`src/rtl/ex_mem_stage_if.sv`:
```
// EX->MEM stage bus: upstream instruction channel and downstream valid/ready channel.
// The stage side uses the slave modport; the EX/MEM environment uses master.
interface ex_mem_stage_if #(
  parameter int REG_WIDTH = 32
);
  logic                 in_valid;
  logic                 in_ready;
  logic [REG_WIDTH-1:0] in_alu_out;
  logic                 in_is_less_than;
  logic [REG_WIDTH-1:0] in_rs2_data;
  logic [4:0]           in_rd;
  logic                 in_reg_write;
  logic                 in_mem_read;
  logic                 in_mem_write;
  logic                 in_branch;
  logic [REG_WIDTH-1:0] in_pc;
  logic [REG_WIDTH-1:0] in_imm;

  logic                 out_valid;
  logic                 out_ready;
  logic [REG_WIDTH-1:0] out_alu_out;
  logic [REG_WIDTH-1:0] out_rs2_data;
  logic [4:0]           out_rd;
  logic                 out_reg_write;
  logic                 out_mem_read;
  logic                 out_mem_write;

  modport master (
    output in_valid, in_alu_out, in_is_less_than, in_rs2_data, in_rd,
           in_reg_write, in_mem_read, in_mem_write, in_branch, in_pc, in_imm,
           out_ready,
    input  in_ready, out_valid, out_alu_out, out_rs2_data, out_rd,
           out_reg_write, out_mem_read, out_mem_write
  );

  modport slave (
    input  in_valid, in_alu_out, in_is_less_than, in_rs2_data, in_rd,
           in_reg_write, in_mem_read, in_mem_write, in_branch, in_pc, in_imm,
           out_ready,
    output in_ready, out_valid, out_alu_out, out_rs2_data, out_rd,
           out_reg_write, out_mem_read, out_mem_write
  );
endinterface

```
`src/rtl/ex_mem_stage.sv`:
```
// EX->MEM pipeline stage: 2-entry skid buffer toward MEM, blt redirect pulse,
// and the EX-side forwarding tap taken from the head entry.
module ex_mem_stage #(
  parameter int REG_WIDTH = 32
) (
  input  logic                 clock,
  input  logic                 reset,
  input  logic                 flush,
  ex_mem_stage_if.slave        bus,
  output logic                 redirect_valid,
  output logic [REG_WIDTH-1:0] redirect_pc,
  output logic                 fwd_valid,
  output logic [4:0]           fwd_rd,
  output logic [REG_WIDTH-1:0] fwd_data
);

  typedef enum logic [1:0] {
    EMPTY = 2'd0,
    ONE   = 2'd1,
    TWO   = 2'd2
  } occ_e;

  typedef struct packed {
    logic [REG_WIDTH-1:0] alu_out;
    logic [REG_WIDTH-1:0] rs2_data;
    logic [4:0]           rd;
    logic                 reg_write;
    logic                 mem_read;
    logic                 mem_write;
  } entry_t;

  occ_e                 r_state;
  occ_e                 w_state_nxt;
  entry_t               r_head;
  entry_t               r_skid;
  entry_t               w_head_nxt;
  entry_t               w_skid_nxt;
  entry_t               w_in_entry;
  logic                 r_in_ready;
  logic                 r_redirect_valid;
  logic [REG_WIDTH-1:0] r_redirect_pc;

  logic w_accept;
  logic w_accept_entry;
  logic w_taken;
  logic w_out_valid;
  logic w_deliver;

  // Branches are consumed here and never occupy a buffer slot.
  assign w_accept       = bus.in_valid & r_in_ready;
  assign w_accept_entry = w_accept & ~bus.in_branch;
  assign w_taken        = w_accept & bus.in_branch & bus.in_is_less_than & ~flush;
  assign w_out_valid    = (r_state != EMPTY);
  assign w_deliver      = w_out_valid & bus.out_ready;

  // x0 is never written; a load+store combination is treated as a pure store.
  always_comb begin
    w_in_entry.alu_out   = bus.in_alu_out;
    w_in_entry.rs2_data  = bus.in_rs2_data;
    w_in_entry.rd        = bus.in_rd;
    w_in_entry.reg_write = bus.in_reg_write & (bus.in_rd != 5'd0);
    w_in_entry.mem_read  = bus.in_mem_read & ~bus.in_mem_write;
    w_in_entry.mem_write = bus.in_mem_write;
  end

  // NOTE: every signal written here gets a default first, so no path leaves it unassigned and no latch is inferred.
  always_comb begin
    w_state_nxt = r_state;
    w_head_nxt  = r_head;
    w_skid_nxt  = r_skid;
    unique case (r_state)
      EMPTY: begin
        if (w_accept_entry) begin
          w_head_nxt  = w_in_entry;
          w_state_nxt = ONE;
        end
      end
      ONE: begin
        if (w_accept_entry && w_deliver) begin
          w_head_nxt = w_in_entry;
        end else if (w_accept_entry) begin
          w_skid_nxt  = w_in_entry;
          w_state_nxt = TWO;
        end else if (w_deliver) begin
          w_state_nxt = EMPTY;
        end
      end
      TWO: begin
        if (w_deliver) begin
          w_head_nxt  = r_skid;
          w_state_nxt = ONE;
        end
      end
      default: w_state_nxt = EMPTY;
    endcase
    // A flush drops everything held; a deliver in this cycle still completes at MEM.
    if (flush) begin
      w_state_nxt = EMPTY;
    end
  end

  // NOTE: sequential state uses non-blocking assignments so all registers update from pre-edge values.
  always_ff @(posedge clock) begin
    if (reset) begin
      // NOTE: the two entry slots are reset as well because out_* must read zero after reset.
      r_state          <= EMPTY;
      r_head           <= '0;
      r_skid           <= '0;
      r_in_ready       <= 1'b1;
      r_redirect_valid <= 1'b0;
      r_redirect_pc    <= '0;
    end else begin
      r_state          <= w_state_nxt;
      r_head           <= w_head_nxt;
      r_skid           <= w_skid_nxt;
      r_in_ready       <= (w_state_nxt != TWO);
      r_redirect_valid <= w_taken;
      if (w_taken) begin
        r_redirect_pc <= bus.in_pc + bus.in_imm;
      end
    end
  end

  assign bus.in_ready      = r_in_ready;
  assign bus.out_valid     = w_out_valid;
  assign bus.out_alu_out   = r_head.alu_out;
  assign bus.out_rs2_data  = r_head.rs2_data;
  assign bus.out_rd        = r_head.rd;
  assign bus.out_reg_write = r_head.reg_write & w_out_valid;
  assign bus.out_mem_read  = r_head.mem_read & w_out_valid;
  assign bus.out_mem_write = r_head.mem_write & w_out_valid;

  assign redirect_valid = r_redirect_valid;
  assign redirect_pc    = r_redirect_pc;

  // Loads forward nothing here: their data only exists after MEM.
  assign fwd_valid = w_out_valid & r_head.reg_write & ~r_head.mem_read;
  assign fwd_rd    = r_head.rd;
  assign fwd_data  = r_head.alu_out;

endmodule

```
`src/flat_wrapper.sv`:
```
// flat-port wrapper written by rule: the top's interface ports become plain ports
module ex_mem_stage_flat 
#(
  parameter int REG_WIDTH = 32
)
  (clock, reset, flush, redirect_valid, redirect_pc, fwd_valid, fwd_rd, fwd_data, bus_in_valid, bus_in_alu_out, bus_in_is_less_than, bus_in_rs2_data, bus_in_rd, bus_in_reg_write, bus_in_mem_read, bus_in_mem_write, bus_in_branch, bus_in_pc, bus_in_imm, bus_out_ready, bus_in_ready, bus_out_valid, bus_out_alu_out, bus_out_rs2_data, bus_out_rd, bus_out_reg_write, bus_out_mem_read, bus_out_mem_write);
  ex_mem_stage_if #(.REG_WIDTH(REG_WIDTH)) bus_i ();
  input  logic clock;
  input  logic reset;
  input  logic flush;
  output logic redirect_valid;
  output logic [REG_WIDTH-1:0] redirect_pc;
  output logic fwd_valid;
  output logic [4:0] fwd_rd;
  output logic [REG_WIDTH-1:0] fwd_data;
  input wire logic [$bits(bus_i.in_valid)-1:0] bus_in_valid;
  input wire logic [$bits(bus_i.in_alu_out)-1:0] bus_in_alu_out;
  input wire logic [$bits(bus_i.in_is_less_than)-1:0] bus_in_is_less_than;
  input wire logic [$bits(bus_i.in_rs2_data)-1:0] bus_in_rs2_data;
  input wire logic [$bits(bus_i.in_rd)-1:0] bus_in_rd;
  input wire logic [$bits(bus_i.in_reg_write)-1:0] bus_in_reg_write;
  input wire logic [$bits(bus_i.in_mem_read)-1:0] bus_in_mem_read;
  input wire logic [$bits(bus_i.in_mem_write)-1:0] bus_in_mem_write;
  input wire logic [$bits(bus_i.in_branch)-1:0] bus_in_branch;
  input wire logic [$bits(bus_i.in_pc)-1:0] bus_in_pc;
  input wire logic [$bits(bus_i.in_imm)-1:0] bus_in_imm;
  input wire logic [$bits(bus_i.out_ready)-1:0] bus_out_ready;
  output wire logic [$bits(bus_i.in_ready)-1:0] bus_in_ready;
  output wire logic [$bits(bus_i.out_valid)-1:0] bus_out_valid;
  output wire logic [$bits(bus_i.out_alu_out)-1:0] bus_out_alu_out;
  output wire logic [$bits(bus_i.out_rs2_data)-1:0] bus_out_rs2_data;
  output wire logic [$bits(bus_i.out_rd)-1:0] bus_out_rd;
  output wire logic [$bits(bus_i.out_reg_write)-1:0] bus_out_reg_write;
  output wire logic [$bits(bus_i.out_mem_read)-1:0] bus_out_mem_read;
  output wire logic [$bits(bus_i.out_mem_write)-1:0] bus_out_mem_write;
  assign bus_i.in_valid = bus_in_valid;
  assign bus_i.in_alu_out = bus_in_alu_out;
  assign bus_i.in_is_less_than = bus_in_is_less_than;
  assign bus_i.in_rs2_data = bus_in_rs2_data;
  assign bus_i.in_rd = bus_in_rd;
  assign bus_i.in_reg_write = bus_in_reg_write;
  assign bus_i.in_mem_read = bus_in_mem_read;
  assign bus_i.in_mem_write = bus_in_mem_write;
  assign bus_i.in_branch = bus_in_branch;
  assign bus_i.in_pc = bus_in_pc;
  assign bus_i.in_imm = bus_in_imm;
  assign bus_i.out_ready = bus_out_ready;
  assign bus_in_ready = bus_i.in_ready;
  assign bus_out_valid = bus_i.out_valid;
  assign bus_out_alu_out = bus_i.out_alu_out;
  assign bus_out_rs2_data = bus_i.out_rs2_data;
  assign bus_out_rd = bus_i.out_rd;
  assign bus_out_reg_write = bus_i.out_reg_write;
  assign bus_out_mem_read = bus_i.out_mem_read;
  assign bus_out_mem_write = bus_i.out_mem_write;
  ex_mem_stage #(.REG_WIDTH(REG_WIDTH)) u_core (.clock(clock), .reset(reset), .flush(flush), .bus(bus_i), .redirect_valid(redirect_valid), .redirect_pc(redirect_pc), .fwd_valid(fwd_valid), .fwd_rd(fwd_rd), .fwd_data(fwd_data));
endmodule
```
`config.mk`:
```
export PLATFORM = sky130hd
export DESIGN_NAME = ex_mem_stage_flat
export DESIGN_NICKNAME = d
export VERILOG_FILES = /design/src/rtl/ex_mem_stage_if.sv /design/src/rtl/ex_mem_stage.sv /design/src/flat_wrapper.sv
export SDC_FILE = /design/constraint.sdc
export NUM_CORES = 1
export LEC_CHECK = 0
export ABC_AREA = 1
export ABC_CLOCK_PERIOD_IN_PS = 2100
export BUFFER_PORTS_ARGS = -buffer_cell sky130_fd_sc_hd__buf_2
export CORE_MARGIN = 5
export CORE_UTILIZATION = 50
export CTS_BUF_LIST = sky130_fd_sc_hd__clkbuf_4 sky130_fd_sc_hd__clkbuf_8
export CTS_CLUSTER_DIAMETER = 30
export CTS_CLUSTER_SIZE = 28
export DETAILED_ROUTE_END_ITERATION = 8
export MAX_ROUTING_LAYER = met4
export PLACE_DENSITY = 0.75
export SYNTH_ARGS = -nofsm -noshare
export SYNTH_HDL_FRONTEND = slang
export SYNTH_SLANG_ARGS = --single-unit
```
`constraint.sdc`:
```
create_clock -name clock -period 2.1 [get_ports clock]
set_input_delay 0.21 -clock clock [delete_from_list [all_inputs] [get_ports clock]]
set_output_delay 0.21 -clock clock [all_outputs]
set_load 0.05 [all_outputs]
```
== Yosys cells after proc, flatten, opt, wreduce, memory -nomap -nowiden ==
Index checks and enable logic that the tools add are counted.
Word-level totals
  latch bits: 0
  register bits: 180
  output and inout port bits: 145
  RAM bits: 0
  memories kept: 0
  input port bits: 143
  bits in read-only memories: 0
Operators by class
  add/sub/neg operators: 1
  eq/ne operators: 6
  $mul: 0
  reductions and logical operators: 7
  mux-type cells: 11
  shifts and indexed selects: 0
  bitwise operators: 17
  div/mod/pow operators: 0
  magnitude comparators: 0
Operators with widths (count)
  2-to-1 mux 72 bit: 3
  case mux 72 bit (3 select lines): 1
  adder 32 bit: 1
  bitwise AND 1 bit: 12
  2-to-1 mux 2 bit: 6
  != test 2 x 1 -> 1 bit (second input constant): 3
  case mux 2 bit (3 select lines): 1
  NOT 1 bit: 5
  nonzero test 5 bit: 1
  AND reduction 4 bit: 1
  AND reduction 3 bit: 1
  nonzero test 3 bit: 1
  == test 2 x 1 -> 1 bit (second input constant): 1
  == test 2 bit (second input constant): 1
  logical NOT 2 bit: 1
  != test 2 bit (second input constant): 1
  nonzero test 2 bit: 1
  logical AND 1 bit: 1

== Depth between registers and ports, before layout ==
  depth after elaboration: 8
  mapped depth: 13

== Worst setup path before layout ==
No wires, ideal clock.
  kind: input to register
  start point: input port bus_in_imm[0]
  end point: register u_core.r_redirect_pc[16], in the netlist u_core.redirect_pc[16]
  cell stages on the path: 10
  data required time: 1985 ps
  setup slack: 311 ps
  arrival time: 1673 ps
  cells stage by stage: ha_1 > fa_1 > nand3_1 > nand3_1 > a21oi_1 > nor2_1 > nor2_1 > nor2_1 > o21ai_0 > inv_1
On the way
  cells in the longest elaborated chain, start to end: 1
Ends and longest elaborated chain
  from (decl): line flat_wrapper.sv:26  | input wire logic [$bits(bus_i.in_imm)-1:0] bus_in_imm;
  adder 32 bit: line ex_mem_stage.sv:119  | r_redirect_pc <= bus.in_pc + bus.in_imm;
  to (signal assigned): line ex_mem_stage.sv:119
  to (decl): line ex_mem_stage.sv:41  | logic [REG_WIDTH-1:0] r_redirect_pc;
No other way between the ends.
A chain may end at the register's enable or synchronous reset.

== Worst setup path after layout ==
  start point: register u_core.r_in_ready, in the netlist u_core.bus.in_ready
  end point: register u_core.r_head[2] (netlist name)
On the way
  cells in the longest elaborated chain, start to end: 5
  elaborated cells on any way between the ends: 6
  classes of those cells: 2 x eq/ne; 2 x bitwise; 2 x reduce/logical
Ends and longest elaborated chain
  from (decl): line ex_mem_stage.sv:39  | logic r_in_ready;
  from (signal assigned): line ex_mem_stage.sv:116  | r_in_ready <= (w_state_nxt != TWO);
  bitwise AND 1 bit *: line ex_mem_stage.sv:50  | assign w_accept = bus.in_valid & r_in_ready;
  bitwise AND 1 bit *: line ex_mem_stage.sv:51  | assign w_accept_entry = w_accept & ~bus.in_branch;
  logical AND 1 bit: line ex_mem_stage.sv:79  | if (w_accept_entry && w_deliver) begin
  != test 2 x 1 -> 1 bit (no line)
  AND reduction 4 bit (no line) *
  to (signal assigned): line ex_mem_stage.sv:114  | r_head <= w_head_nxt;
  to (decl): line ex_mem_stage.sv:34  | entry_t r_head;
Every way passes the cells marked *; elsewhere a longest branch is shown, timed or not.

==> run summary <==
Status - complete, no violations
Clock sink total - 180
Die width - 151 um
Floorplan core area - 19530 um^2
First-pass GRT wire length - 45550 um
Routed WL - 28020 um
CTS tree - done
Die area - 22800 um^2
Number of synthesized register bits - 180
Worst-Skew Late Latency - 0.47 ns
Setup_tns - 0 ns
GRT Total Usage - 25.16%
Routed vias/inst - 5.016
Top cells by count, synth - nand2_1 (379), nor2_1 (248), dfxtp_1 (180)
Max Cap Violations - 0
CTS Root Cell - clkbuf_8
Layout overhead on the synthesized area - 20.21%
Die Ht - 151 um
Cell area after layout - 11950 um^2
DR WL/cell - 14.02 um
Sequential Power Share - 44.8%
Area leader, netlist - dfxtp_1
Worst-path maximum fanout - 67
Worst Path Arrival - 2.19 ns
H-tree levels - 4
Final min period - 1.837 ns
GRT Residual Overflow - 0
Hold Slack - 0.02758 ns
Clock Path Buffers - 2
F_max - 544.4 MHz
Fillers - 1827
Initial drt markers - 745
Overall Power - 8.115 mW
RSZ-0062 raised after global routing - false
Gpl congestion - 0.9735
Syn avg cell area - 6.601 um^2
I/O pin count - 288
# setup viols final - 0
Initial antenna violation count - 0
Worst-margin pin slew - 0.8268 ns
Crit share post-route - 87.48%
Placed inst area - 10850 um^2
Starting density of the core - 50.91%
N_diodes - 0
Pwr Density - 679.1 nW/um^2
Drt drc - 0
DPL Wire Length - 19880 um
Ys async rst share - 0%
Leak Pwr - 6.396 nW
Clock power share - 30.3%
Crit-path slowest cell - dfxtp_1
Routed via count - 10020
Sequential share of the synthesized area - 36.25%
Slowest stage delay, CP - 0.37 ns
Synth Instances - 1506
Post-CTS setup buffers - 0
Pins Over Slew Limit - 0
Critical Path, Cell by Cell - nand2_1 -> nor2_1 -> nand2_1 -> a21oi_4 -> buf_12 -> a21boi_0 -> o21a_1 -> nor2_1
Setup Crit Path Kind - reg -> reg
Post-synth net total - 1681
Netlist cell types - 34
Most common cell in the netlist - nand2_1
Cell internal pwr - 5.124 mW
First-pass DRT Iterations - 5
Final Util - 61.20%
Multi-input logic area - 4701 um^2
Sw Pwr - 2.991 mW
Largest net degree at the start of global routing - 79
Number of global-route vias before repair - 9487
Required time of the worst setup path - 2.46 ns
Synthesis warning total - 0
CP Launch Type - register
NumNets Final - 1895
Worst rel slew slack - 44.88%
Comb power frac - 24.9%
Fin Clk Skew - 0.02981 ns
Input/output buffers - 287
Top cell type's share of synthesized area - 36.25%
Hold WC Path Type - in -> reg
Critical path endpoint category - register
Clock transition at path regs - 0.10 ns
Fin. Hold Viols - 0
Top post-synthesis cells by area - dfxtp_1 (36%), nand2_1 (14%), nor2_1 (9.4%)
DRT antenna net count - 0
Post-cts resize count - 0
Register area - 3603 um^2
Std cell rows - 51
Share of cells above drive strength 1 - 19.91%
Switching fraction of total power - 36.86%
Ys flop type - dfxtp_1
Mapped cell area - 9941 um^2
Number of synthesized flops with an enable pin - 0
Num CTS Buffers - 17
Max VDD drop - 0.3861 mV
layer usage:
layer / track usage, % / vias to the layer above / part of all wire [%]
li1: - / 5115 / -
met1: 30.69 / 4473 / 41
met2: 42.26 / 378 / 49
met3: 3.740 / 55 / 6.9
met4: 9.474 / 0 / 3.1
met5: - / - / 0
registers in the layout (all words and copies together) (netlist names):
name / cells
u_core.r_skid: 72
u_core.bus.out_alu_out: 32
u_core.bus.out_rs2_data: 32
u_core.redirect_pc: 32
u_core.bus.out_rd: 5
u_core.r_head: 3
u_core.r_state: 2
u_core.bus.in_ready: 1
u_core.redirect_valid: 1
final timing paths:
check / slack (ns) / depth (start not counted) / startpoint / to
hold / removal: 0.03 / 3 / bus_in_rd[0] / u_core.r_skid[3]
setup reg to reg: 0.26 / 8 / u_core.bus.in_ready / u_core.r_head[2]
setup / recovery: 0.26 / 8 / u_core.bus.in_ready / u_core.r_head[2]
hold reg to reg: 0.47 / 2 / u_core.r_skid[9] / u_core.bus.out_rs2_data[1]
logic make-up (layout without fill, tap and decap cells):
logic type / after synthesis / after routing / share of synthesized area (%)
XOR/XNOR: 14 / 14 / 1.234
adder cells (fa/ha/maj): 32 / 32 / 4.103
AND/OR/NAND/NOR: 685 / 685 / 26.75
buffers and inverters: 322 / 549 / 16.61
flip-flops: 180 / 180 / 36.25
AO/OA/AOI/OAI: 273 / 273 / 15.05
critical path: cells and delay by family (launching register included):
kind,cells,cell delay [ns]
AND/OR/NAND/NOR,4,0.48
AO/OA/AOI/OAI,3,0.60
flip-flops,1,0.37
buffers and inverters,1,0.27
cells in the final DEF, fill, tap and decap left out, types with 2 or more instances in the layout:
cell type / count
nand2_1: 379
buf_2: 287
nor2_1: 247
dfxtp_1: 180
inv_1: 142
o21ai_0: 137
a31oi_1: 71
dlygate4sd3_1: 67
nand3_1: 44
ha_1: 31
a21oi_1: 30
o21ai_1: 23
clkbuf_8: 17
buf_4: 10
xor2_1: 8
buf_12: 8
nor3_1: 6
xnor2_1: 6
clkinv_8: 5
o21bai_1: 4
inv_8: 4
nand4_1: 3
inv_6: 3
inv_2: 2
inv_12: 2
layout make-up:
| cell class | count | area share (%) |
|---|---|---|
| clock inverters | 15 | 1.612 |
| repair buffers | 372 | 19.60 |
| inverters | 145 | 4.565 |
| clock buffers | 17 | 1.958 |
| well taps | 265 | 2.775 |
| flip-flops and latches | 180 | 30.15 |
| multi-input cells | 1004 | 39.34 |
timing repair:
item                       in CTS  in global routing
setup endpoints to repair       0                  0
hold endpoints to repair      119                  1
hold buffers                   66                  1
power by group through the flow:
stage	Clock [mW]	Sequential, mW	Combinational, mW
floorplan	0	3.76	1.49
global placement	0	3.71	1.90
detailed placement	0	3.71	1.92
CTS	2.53	3.63	2.02
global route	2.65	3.65	2.21
finish	2.46	3.63	2.02
through the flow:
step           worst slack (ns)  std cells
6_report                 0.2630       1998
5_1_grt                  0.1018       1998
4_1_cts                  0.2235       1997
3_3_place_gp             0.1338       1899
3_5_place_dp            0.08529       1899
2_1_floorplan            0.3112       1506
(Power assumes the default switching activity.)
